### src/rtl/lifo_stack_pkg.sv
// Shared constants and request decode type for the LIFO stack.
package lifo_stack_pkg;

  localparam int unsigned DEF_N  = 32;
  localparam int unsigned DEF_WL = 32;

  // One-hot-free decode of the {push, pop} request pair
  typedef enum logic [1:0] {
    OP_IDLE = 2'd0,
    OP_PUSH = 2'd1,
    OP_POP  = 2'd2,
    OP_BOTH = 2'd3
  } op_t;

endpackage

### src/rtl/lifo_stack_if.sv
// Request/status bundle between a stack user (master) and the stack (slave).
interface lifo_stack_if
  import lifo_stack_pkg::*;
#(
  parameter int unsigned N  = DEF_N,
  parameter int unsigned WL = DEF_WL
) ();

  localparam int unsigned AW = $clog2(N);

  logic          push;
  logic          pop;
  logic [WL-1:0] dio;
  logic [AW-1:0] sp;
  logic          full;
  logic          empty;
  logic          error;
  logic [WL-1:0] data;

  modport master (output push, pop, dio, input sp, full, empty, error, data);
  modport slave  (input push, pop, dio, output sp, full, empty, error, data);

endinterface

### src/rtl/lifo_stack_ram.sv
// stack_ram storage: N x WL words, synchronous write, asynchronous read.
module lifo_stack_ram #(
  parameter int unsigned N  = 32,
  parameter int unsigned WL = 32,
  parameter int unsigned AW = $clog2(N)
) (
  input  logic          clk,
  input  logic          wr_en,
  input  logic [AW-1:0] wr_addr,
  input  logic [WL-1:0] wr_word,
  input  logic [AW-1:0] rd_addr,
  output logic [WL-1:0] rd_word_c
);

  logic [WL-1:0] mem [N];

  // Write port; contents are deliberately not reset
  always_ff @(posedge clk) begin
    if (wr_en) mem[wr_addr] <= wr_word;
  end

  assign rd_word_c = mem[rd_addr];

endmodule

### src/rtl/lifo_stack.sv
// Hardware LIFO stack: one push or pop per cycle, registered status and popped word.
module lifo_stack
  import lifo_stack_pkg::*;
#(
  parameter int unsigned N  = DEF_N,
  parameter int unsigned WL = DEF_WL
) (
  input logic         CLK,
  input logic         RESET,
  lifo_stack_if.slave bus
);

  localparam int unsigned AW = $clog2(N);

  op_t           op;
  logic [AW-1:0] sp_q, sp_n;
  logic          full_q, full_n;
  logic          empty_q, empty_n;
  logic          error_q, error_n;
  logic [WL-1:0] data_q, data_n;
  logic          wr_en_c;
  logic [AW-1:0] rd_addr_c;
  logic [WL-1:0] rd_word_c;

  // Top of stack sits one below the next free slot, wrapping when full
  assign rd_addr_c = sp_q - AW'(1);

  lifo_stack_ram #(.N(N), .WL(WL), .AW(AW)) u_stack_ram (
    .clk       (CLK),
    .wr_en     (wr_en_c),
    .wr_addr   (sp_q),
    .wr_word   (bus.dio),
    .rd_addr   (rd_addr_c),
    .rd_word_c (rd_word_c)
  );

  // Decode the request pair
  always_comb begin
    op = OP_IDLE;
    case ({bus.push, bus.pop})
      2'b10:   op = OP_PUSH;
      2'b01:   op = OP_POP;
      2'b11:   op = OP_BOTH;
      default: op = OP_IDLE;
    endcase
  end

  // Next pointer/flags; illegal requests leave state untouched and raise error
  always_comb begin
    sp_n    = sp_q;
    full_n  = full_q;
    empty_n = empty_q;
    data_n  = data_q;
    error_n = 1'b0;
    wr_en_c = 1'b0;
    case (op)
      OP_PUSH: begin
        if (full_q) begin
          error_n = 1'b1;
        end else begin
          wr_en_c = 1'b1;
          sp_n    = sp_q + AW'(1);
          full_n  = (sp_q == AW'(N - 1));
          empty_n = 1'b0;
        end
      end
      OP_POP: begin
        if (empty_q) begin
          error_n = 1'b1;
        end else begin
          data_n  = rd_word_c;
          sp_n    = rd_addr_c;
          full_n  = 1'b0;
          empty_n = (sp_q == AW'(1));
        end
      end
      OP_BOTH: error_n = 1'b1;
      default: error_n = 1'b0;
    endcase
  end

  // Pointer, status and popped-word registers
  always_ff @(posedge CLK or negedge RESET) begin
    if (!RESET) begin
      sp_q    <= '0;
      full_q  <= 1'b0;
      empty_q <= 1'b1;
      error_q <= 1'b0;
      data_q  <= '0;
    end else begin
      sp_q    <= sp_n;
      full_q  <= full_n;
      empty_q <= empty_n;
      error_q <= error_n;
      data_q  <= data_n;
    end
  end

  assign bus.sp    = sp_q;
  assign bus.full  = full_q;
  assign bus.empty = empty_q;
  assign bus.error = error_q;
  assign bus.data  = data_q;

endmodule

### src/flat_wrapper.sv
// flat-port wrapper written by rule: the top's interface ports become plain ports
module lifo_stack_flat import lifo_stack_pkg::*;
#(
  parameter int unsigned N  = DEF_N,
  parameter int unsigned WL = DEF_WL
)
  (CLK, RESET, bus_push, bus_pop, bus_dio, bus_sp, bus_full, bus_empty, bus_error, bus_data);
  lifo_stack_if #(.N(N), .WL(WL)) bus_i ();
  input logic CLK;
  input logic RESET;
  input wire logic [$bits(bus_i.push)-1:0] bus_push;
  input wire logic [$bits(bus_i.pop)-1:0] bus_pop;
  input wire logic [$bits(bus_i.dio)-1:0] bus_dio;
  output wire logic [$bits(bus_i.sp)-1:0] bus_sp;
  output wire logic [$bits(bus_i.full)-1:0] bus_full;
  output wire logic [$bits(bus_i.empty)-1:0] bus_empty;
  output wire logic [$bits(bus_i.error)-1:0] bus_error;
  output wire logic [$bits(bus_i.data)-1:0] bus_data;
  assign bus_i.push = bus_push;
  assign bus_i.pop = bus_pop;
  assign bus_i.dio = bus_dio;
  assign bus_sp = bus_i.sp;
  assign bus_full = bus_i.full;
  assign bus_empty = bus_i.empty;
  assign bus_error = bus_i.error;
  assign bus_data = bus_i.data;
  lifo_stack #(.N(N), .WL(WL)) u_core (.CLK(CLK), .RESET(RESET), .bus(bus_i));
endmodule
### config.mk
export PLATFORM = sky130hd
export DESIGN_NAME = lifo_stack_flat
export DESIGN_NICKNAME = d
export VERILOG_FILES = /design/src/rtl/lifo_stack_pkg.sv /design/src/rtl/lifo_stack_if.sv /design/src/rtl/lifo_stack_ram.sv /design/src/rtl/lifo_stack.sv /design/src/flat_wrapper.sv
export SDC_FILE = /design/constraint.sdc
export NUM_CORES = 1
export LEC_CHECK = 0
export BUFFER_PORTS_ARGS = -buffer_cell sky130_fd_sc_hd__buf_2
export CORE_MARGIN = 2
export CORE_UTILIZATION = 62
export CTS_CLUSTER_SIZE = 10
export DETAILED_ROUTE_END_ITERATION = 8
export GPL_ROUTABILITY_DRIVEN = 0
export PLACE_DENSITY = 0.79
export SKIP_CTS_REPAIR_TIMING = 1
export SLEW_MARGIN = 20
export SYNTH_ARGS = -nofsm -noshare
export SYNTH_HDL_FRONTEND = slang
export SYNTH_SLANG_ARGS = --single-unit
### constraint.sdc
create_clock -name CLK -period 4 [get_ports CLK]
set_input_delay 1 -clock CLK [delete_from_list [all_inputs] [get_ports CLK]]
set_output_delay 1 -clock CLK [all_outputs]
set_load 0.005 [all_outputs]
## After elaboration in Yosys (flattened, before gate mapping)

Memory sizes are Yosys's and may differ from the RTL's. A register that Yosys moved wholly into a read port is not among the register bits.
Index checks and enable logic that the tools add are counted.

| storage, ports and cells | value |
|---|---|
| register bits after elaboration | 8 |
| input port bits | 36 |
| memories | 1 |
| output and inout port bits | 40 |
| RAM bits | 1,024 |

Memory list:

| name | depth | bits a word | read ports | clocked after memory_dff | wr ports | line | source |
|---|---|---|---|---|---|---|---|
| u_core.u_stack_ram.mem | 32 | 32 | 1 | 1 | 1 | lifo_stack_ram.sv:15 | `logic [WL-1:0] mem [N];` |

| cells by class | value |
|---|---|
| $add $sub $neg | 2 |
| bitwise gates (word level) | 1 |
| reductions and logical operators | 6 |
| eq/ne operators | 10 |
| muxes and demuxes | 17 |

Operators with widths:

| kind | number |
|---|---|
| $mux 1 | 10 |
| $mux 5 | 2 |
| $pmux 5 s2 | 1 |
| $eq 2x2->1 const B | 4 |
| $pmux 2 s3 | 1 |
| $reduce_and 2->1 | 3 |
| $add 5x1->5 const B | 1 |
| $eq 5x1->1 const B | 1 |
| $eq 5x5->1 const B | 1 |
| $sub 5x1->5 const B | 1 |
| $eq 2x1->1 const B | 2 |
| $ne 2x2->1 const B | 2 |
| $pmux 1 s2 | 2 |
| $pmux 1 s3 | 1 |
| $reduce_and 3->1 | 1 |
| $reduce_bool 2->1 | 1 |
| $logic_not 1->1 | 1 |
| $not 1->1 | 1 |

## Logic depth before layout (Yosys ltp)

Gate-level depths: netlist of the first run.

| depth | value |
|---|---|
| word-level depth | 6 |
| depth in mapped cells | 15 |
| depth with buffers taken out | 7 |

## Cells and area by module

Synthesis of the first run repeated with hierarchy kept, for this count alone.

| second synthesis, totals | value |
|---|---|
| cell total of the unflattened synthesis | 2,346 |
| area, all modules | 41,537.3 µm² |

Modules (own cells, without submodules):

| module | times used | area each (µm²) | cells an instance |
|---|---|---|---|
| lifo_stack_ram | 1 | 39,844.5 | 2,228 |
| lifo_stack | 1 | 1,692.9 | 118 |

## Worst setup path after synthesis of the first run

OpenSTA, ideal clock, no wires.

| timing | value |
|---|---|
| kind | in2reg |
| from | input port bus_pop |
| to | memory u_core.u_stack_ram.mem[27][0], enable pin |
| arrival time | 3,051 ps |
| stages | 5 |
| setup time | 421 ps |
| setup slack | 528 ps |
| path through | inv_1 -> ha_1 -> nor2b_1 -> nand2_1 -> nor2_1 |

| on the way | value |
|---|---|
| longest elaborated chain between the ends | 6 |
| elaborated cells on any way between the ends | 8 |
| classes of those cells | eq/ne: 4; mux: 4 |

Ends and longest elaborated chain:

| what | line | source |
|---|---|---|
| from (decl) | flat_wrapper.sv:12 | `input wire logic [$bits(bus_i.pop)-1:0] bus_pop;` |
| $eq 2x2->1 / $eq 2x1->1 (equally long branches) | lifo_stack.sv:40 | `case ({bus.push, bus.pop})` |
| $pmux 2 s3 * | lifo_stack.sv:40 |  |
| $eq 2x1->1 * | lifo_stack.sv:56 | `case (op)` |
| $mux 1 * | lifo_stack.sv:56 |  |
| $mux 1 * | lifo_stack_ram.sv:19 | `if (wr_en) mem[wr_addr] <= wr_word;` |
| $mux 1 (implied by the code) * | lifo_stack_ram.sv:19 |  |
| to (decl) | lifo_stack_ram.sv:15 |  |

Mark *: on every way between the ends. The rest lies on a longest branch, timed or not.

## Worst setup path after layout of the first run

| timing | value |
|---|---|
| from | register u_core.sp_q[0], in the netlist u_core.bus.sp[0] |
| to | register u_core.data_q[29], in the netlist u_core.bus.data[29] (read register of u_core.u_stack_ram.mem) |

| on the way | value |
|---|---|
| longest elaborated chain between the ends | 1 |

Ends and longest elaborated chain:

| what | line | source |
|---|---|---|
| from (decl) | lifo_stack.sv:16 | `logic [AW-1:0] sp_q, sp_n;` |
| from (signal assigned) | lifo_stack.sv:91 | `sp_q <= sp_n;` |
| $sub 5x1->5 | lifo_stack.sv:26 | `assign rd_addr_c = sp_q - AW'(1);` |
| to (decl) | lifo_stack.sv:20 | `logic [WL-1:0] data_q, data_n;` |

No other way between the ends.
A chain may end at the register's enable or synchronous reset.

==> results.json, run 1 <==
{
  "status": "complete, no violations",
  "synth_top_area_cell": "edfxtp_1",
  "ys_types": 50,
  "drv_slew": 0,
  "wl_per_cell_um": 34.5,
  "via_count": 21800,
  "holdCritPathClass": "in -> async",
  "synthFlopType": "edfxtp_1",
  "clk_pin_slew_ps": 60,
  "rsz0062_at_grt": "no",
  "synth_cells": 1906,
  "synth_top_area_share_pct": 74.3,
  "path_buf_inv": 1,
  "dieArea_sq_mm": 0.0688,
  "total_power_mw": 35.3,
  "yosysMostFrequentCell": "edfxtp_1",
  "setup_slack_ps": 379,
  "timing.final.crit_share_pct": 90.5,
  "drv_cap": 0,
  "yosysSeqAreaShare_pct": 76.7,
  "rows": 94,
  "crit_slowest_cell": "a211oi_1",
  "clk_latency_ps": 700,
  "syn-cell-area_sq_mm": 0.0414,
  "postRouteAntennaNets": 0,
  "p_leak_nw": 15.1,
  "finalWirelength_um": 106000,
  "cts_tree": "built",
  "clockBufferDepth": 3,
  "worst-setup-path-type": "reg -> reg",
  "crit_chain": "inv_2 -> ha_1 -> or3b_1 -> a311oi_2 -> o21ai_4 -> a211oi_1 -> nor3_1",
  "place_ws_ps": 548,
  "synth_edf_count": 1024,
  "ios": 76,
  "synth_nets": 1952,
  "syn_to_final_growth_pct": 14.1,
  "ys_ff_latch": 1064,
  "grt_antenna_before_repair": 9,
  "port_buffers": 75,
  "synthTopCellsByArea": "edfxtp_1 (74%), mux4_2 (14%), dfrtp_1 (2.4%)",
  "powerDensity_mw_per_mm2": 747,
  "cp_top_family": "compound AO/OA/AOI/OAI gates",
  "hold_viol": 0,
  "final_area_sq_mm": 0.0472,
  "finalSetupTns_ps": 0,
  "final_nets": 2172,
  "instances_no_fill": 3071,
  "drt-initial-drc-count": 3547,
  "cp.required_ps": 4530,
  "slowest_delay_ps": 910,
  "synthTopCellsByCount": "edfxtp_1 (1024), mux4_2 (256), nor2b_1 (66)",
  "ys_warn_count": 0,
  "worst_slew_pin_slew_ps": 1160,
  "fin_crit_ps": 3620,
  "drive_gt1_share_pct": 31.3,
  "ctsHtreeMaxLevel": 3,
  "ir_drop_mv": 0.605,
  "cts_sinks": 1064,
  "dp.cells": 2871,
  "cts-root-buf": "clkbuf_16",
  "grt_max_degree": 88,
  "coreArea_sq_mm": 0.0660,
  "r2r-start": "u_core.bus.sp[0]$_DFFE_PN0P_",
  "dpl_cell_area_sq_mm": 0.0438,
  "end_kind": "flip-flop",
  "synth_area_per_cell_sq_um": 21.7,
  "startpoint_type": "flip-flop",
  "dpl.hpwl_um": 61700,
  "firstDrtPassIters": 6,
  "hold_ws_ps": 402,
  "die_x_um": 262,
  "grt_overflow": 0,
  "grtUsageTotal_pct": 31.3,
  "viasPerCell": 7.10,
  "slew_headroom_pct": 22.7,
  "crit_start": "u_core.bus.sp[0]$_DFFE_PN0P_",
  "die_h_um": 262,
  "grt_pass1_vias": 21700,
  "grt_pass1_wl_um": 154000,
  "async_flop_share_pct": 3.76,
  "fin_util_pct": 71.5,
  "finalSetupViolCount": 0,
  "crit_path_max_fanout": 31,
  "crit_arrival_ps": 4160,
  "timing.fmax_ghz": 0.276,
  "start_util_pct": 62.7,
  "drc": 0,
  "clock_skew_ps": 46.7,
  "cts_buffers": 117
}
-- final timing paths --
kind                                                    to  slack, ps  cells past startpoint
hold reg to reg               u_core.bus.empty$_DFFE_PN1P_        580                      2
max in group asynchronous   u_core.bus.data[0]$_DFFE_PN0P_       2830                      2
min in group CLK              u_core.bus.empty$_DFFE_PN1P_        580                      2
setup / recovery           u_core.bus.data[29]$_DFFE_PN0P_        380                      7
hold / removal             u_core.bus.data[11]$_DFFE_PN0P_        400                      1
setup reg to reg           u_core.bus.data[29]$_DFFE_PN0P_        380                      7
-- layer usage --
layer | wire (um) | vias to the layer above | track usage, %
li1 | - | 8399 | -
met1 | 38600 | 11400 | 45.1
met2 | 50600 | 1778 | 48.1
met3 | 13400 | 235 | 8.21
met4 | 3190 | 6 | 9.79
met5 | 43 | - | 0
-- registers in the layout (all words and copies together) (netlist names) --
register and flops:
u_core.u_stack_ram.mem 1024, u_core.bus.data 32, u_core.bus.sp 5, u_core.bus.empty 1, u_core.bus.error 1, u_core.bus.full 1
-- power by group --
group | leakage [nW] | switching (mW) | internal, mW
clock | 1.61 | 4.15 | 5.54
combinational | 3.81 | 6.85 | 5.55
sequential | 9.66 | 0.425 | 12.7
total | 15.1 | 11.4 | 23.8
-- area by class of cell --
cell class,instances,area (sq um)
diodes,8,20.0
flip-flops and latches,1064,31800
multi-input cells,694,9170
well taps,864,1080
repair buffers,213,1670
clock inverters,8,130
fillers,3549,18800
inverters,36,135
clock buffers,184,3230
-- worst reg2reg max path, stage by stage, from the launching register on --
cell	delay (ps)
dfrtp_4	540
inv_2	140
ha_1	550
or3b_1	420
a311oi_2	390
o21ai_4	350
a211oi_1	940
nor3_1	140
-- logic make-up (layout without fill, tap and decap cells) --
group | Yosys count | count (layout) | synth area share [%]
AOI/OAI and AO/OA | 180 | 180 | 3.23
xor gates and xnor gates | 7 | 7 | 0.166
adders and majority gates | 10 | 10 | 0.302
buffers and inverters | 148 | 441 | 1.93
DFF | 1064 | 1064 | 76.7
muxes | 290 | 290 | 14.9
other | 0 | 8 | 0
and+or+nand+nor | 207 | 207 | 2.80
-- placed cells by master (no fill, tap or decap), types with 33 or more instances in the layout --
cell type / n
nor3_1: 34
clkbuf_16: 119
dfrtp_1: 38
inv_1: 35
clkbuf_1: 64
a21boi_0: 55
mux4_2: 256
edfxtp_1: 1024
buf_4: 117
nor2b_1: 65
o211ai_1: 33
buf_2: 75
Note: power is estimated with default switching activity, not from simulation.
==> run 2, diff against run 1 <==
Settings changed: PLACE_DENSITY 0.79 to 0.91.
==> results.json, run 2 (same netlist as run 1, synthesis figures left out) <==
{
  "status": "finished, violations left",
  "violations": "design-rule violations",
  "final-seq-area_sq_mm": 0.0318,
  "setup_slack_ps": 298,
  "ir_drop_mv": 0.772,
  "clockBufferDepth": 3,
  "drc": 2,
  "slew_headroom_pct": 20.4,
  "powerDensity_mw_per_mm2": 745,
  "firstDrtPassIters": 8,
  "die_x_um": 262,
  "end_kind": "flip-flop",
  "grt_antenna_before_repair": 3,
  "drive_gt1_share_pct": 28.6,
  "p_leak_nw": 14.7,
  "cts_tree": "built",
  "crit_path_max_fanout": 31,
  "layout_commonest_cell": "edfxtp_1",
  "dp.cells": 2804,
  "clock_skew_ps": 27.1,
  "rsz0062_at_grt": "no",
  "grt_max_degree": 104,
  "fillers": 3329,
  "cts-root-buf": "clkbuf_16",
  "coreArea_sq_mm": 0.0660,
  "grt_overflow": 0,
  "timing.fmax_ghz": 0.270,
  "drt-initial-drc-count": 3725,
  "wl_per_cell_um": 35.9,
  "final_nets": 2105,
  "fin_crit_ps": 3700,
  "largest_reg_flops": 1024,
  "cp.required_ps": 4500,
  "drv_slew": 0,
  "finalWirelength_um": 108000,
  "port_buffers": 75,
  "die_h_um": 262,
  "viasPerCell": 7.30,
  "start_util_pct": 62.7,
  "ios": 76,
  "timing.final.crit_share_pct": 92.6,
  "startpoint_type": "flip-flop",
  "cts_sinks": 1064,
  "top_register": "u_core.u_stack_ram.mem",
  "hold_viol": 0,
  "finalSetupTns_ps": 0,
  "instances_no_fill": 3015,
  "grt_pass1_wl_um": 157000,
  "dpl.hpwl_um": 57300,
  "worst-setup-path-type": "reg -> reg",
  "grt_pass1_vias": 22300,
  "dieArea_sq_mm": 0.0688,
  "fin_util_pct": 70.8,
  "syn_to_final_growth_pct": 12.8,
  "via_count": 22000,
  "final_cell_mix": "edfxtp_1 (1024), mux4_2 (256), clkbuf_16 (117), clkbuf_1 (85), buf_2 (74)",
  "postRouteAntennaNets": 0,
  "crit_arrival_ps": 4210,
  "worst_slew_pin_slew_ps": 1190,
  "rows": 94,
  "grtUsageTotal_pct": 31.9,
  "multiInputGateArea_sq_mm": 0.00915,
  "finalSetupViolCount": 0,
  "clk_latency_ps": 690,
  "holdCritPathClass": "in -> async",
  "hold_ws_ps": 347,
  "place_ws_ps": 586,
  "cts_buffers": 116,
  "clk_pin_slew_ps": 70,
  "drv_cap": 0,
  "ctsHtreeMaxLevel": 3
}
==> run 2: changes by cell type in the layout (fill, tap and decap cells not counted), moves of 3 or more <==
cell and change:
diode_2 -6, nor4_2 -5, nor4_1 +5, buf_12 +3, clkbuf_1 +21, buf_4 -69
==> run 2: critical path, cell delays in order, from the launching register on <==
cell	delay (ps)
dfrtp_4	540
inv_2	130
ha_1	530
buf_4	230
nand2b_1	160
a311oi_2	180
o21ai_4	940
a211oi_1	90
nor3_1	710
==> run 2: cell type report <==
class	instances	area share (%)
inverters	36	0.289
well taps	864	2.31
multi-input cells	694	19.6
flip-flops and latches	1064	68.0
repair buffers	147	2.65
clock inverters	6	0.190
diodes	2	0.0107
clock buffers	202	6.95
==> run 2: per-layer routing <==
metal / vias to the layer above / global-route usage (%) / wire [um]
li1: 8260 / - / -
met1: 11100 / 40.8 / 34900
met2: 2184 / 53.9 / 54900
met3: 450 / 5.82 / 12000
met4: 4 / 14.8 / 6530
met5: - / 0 / 24
==> run 2: power by group <==
part	total (mW)	leakage (nW)	switching, mW	internal, mW
clock network	9.71	1.58	4.20	5.50
logic	11.9	3.49	6.66	5.23
registers	13.2	9.66	0.468	12.7
==> run 2: worst paths after layout <==
| path | startpoint | to | slack (ps) | cells past startpoint |
|---|---|---|---|---|
| worst min-delay path | RESET | u_core.bus.data[17]$_DFFE_PN0P_ | 350 | 1 |
| worst max register to register | u_core.bus.sp[0]$_DFFE_PN0P_ | u_core.bus.data[23]$_DFFE_PN0P_ | 300 | 8 |
| max in group asynchronous | RESET | u_core.bus.sp[0]$_DFFE_PN0P_ | 3100 | 1 |
| min in group CLK | u_core.bus.empty$_DFFE_PN1P_ | u_core.bus.empty$_DFFE_PN1P_ | 630 | 2 |
| worst max-delay path | u_core.bus.sp[0]$_DFFE_PN0P_ | u_core.bus.data[23]$_DFFE_PN0P_ | 300 | 8 |
| worst min register to register | u_core.bus.empty$_DFFE_PN1P_ | u_core.bus.empty$_DFFE_PN1P_ | 630 | 2 |
==> run 2: stage by stage <==
| stage | power (mW) | area (sq um) |
|---|---|---|
| after floorplan | 21.3 | 41400 |
| after global placement | 24.2 | 43300 |
| after detailed placement | 24.6 | 43300 |
| after CTS | 34.6 | 46700 |
| after global routing | 35.6 | 46700 |
| final | 34.8 | 46700 |
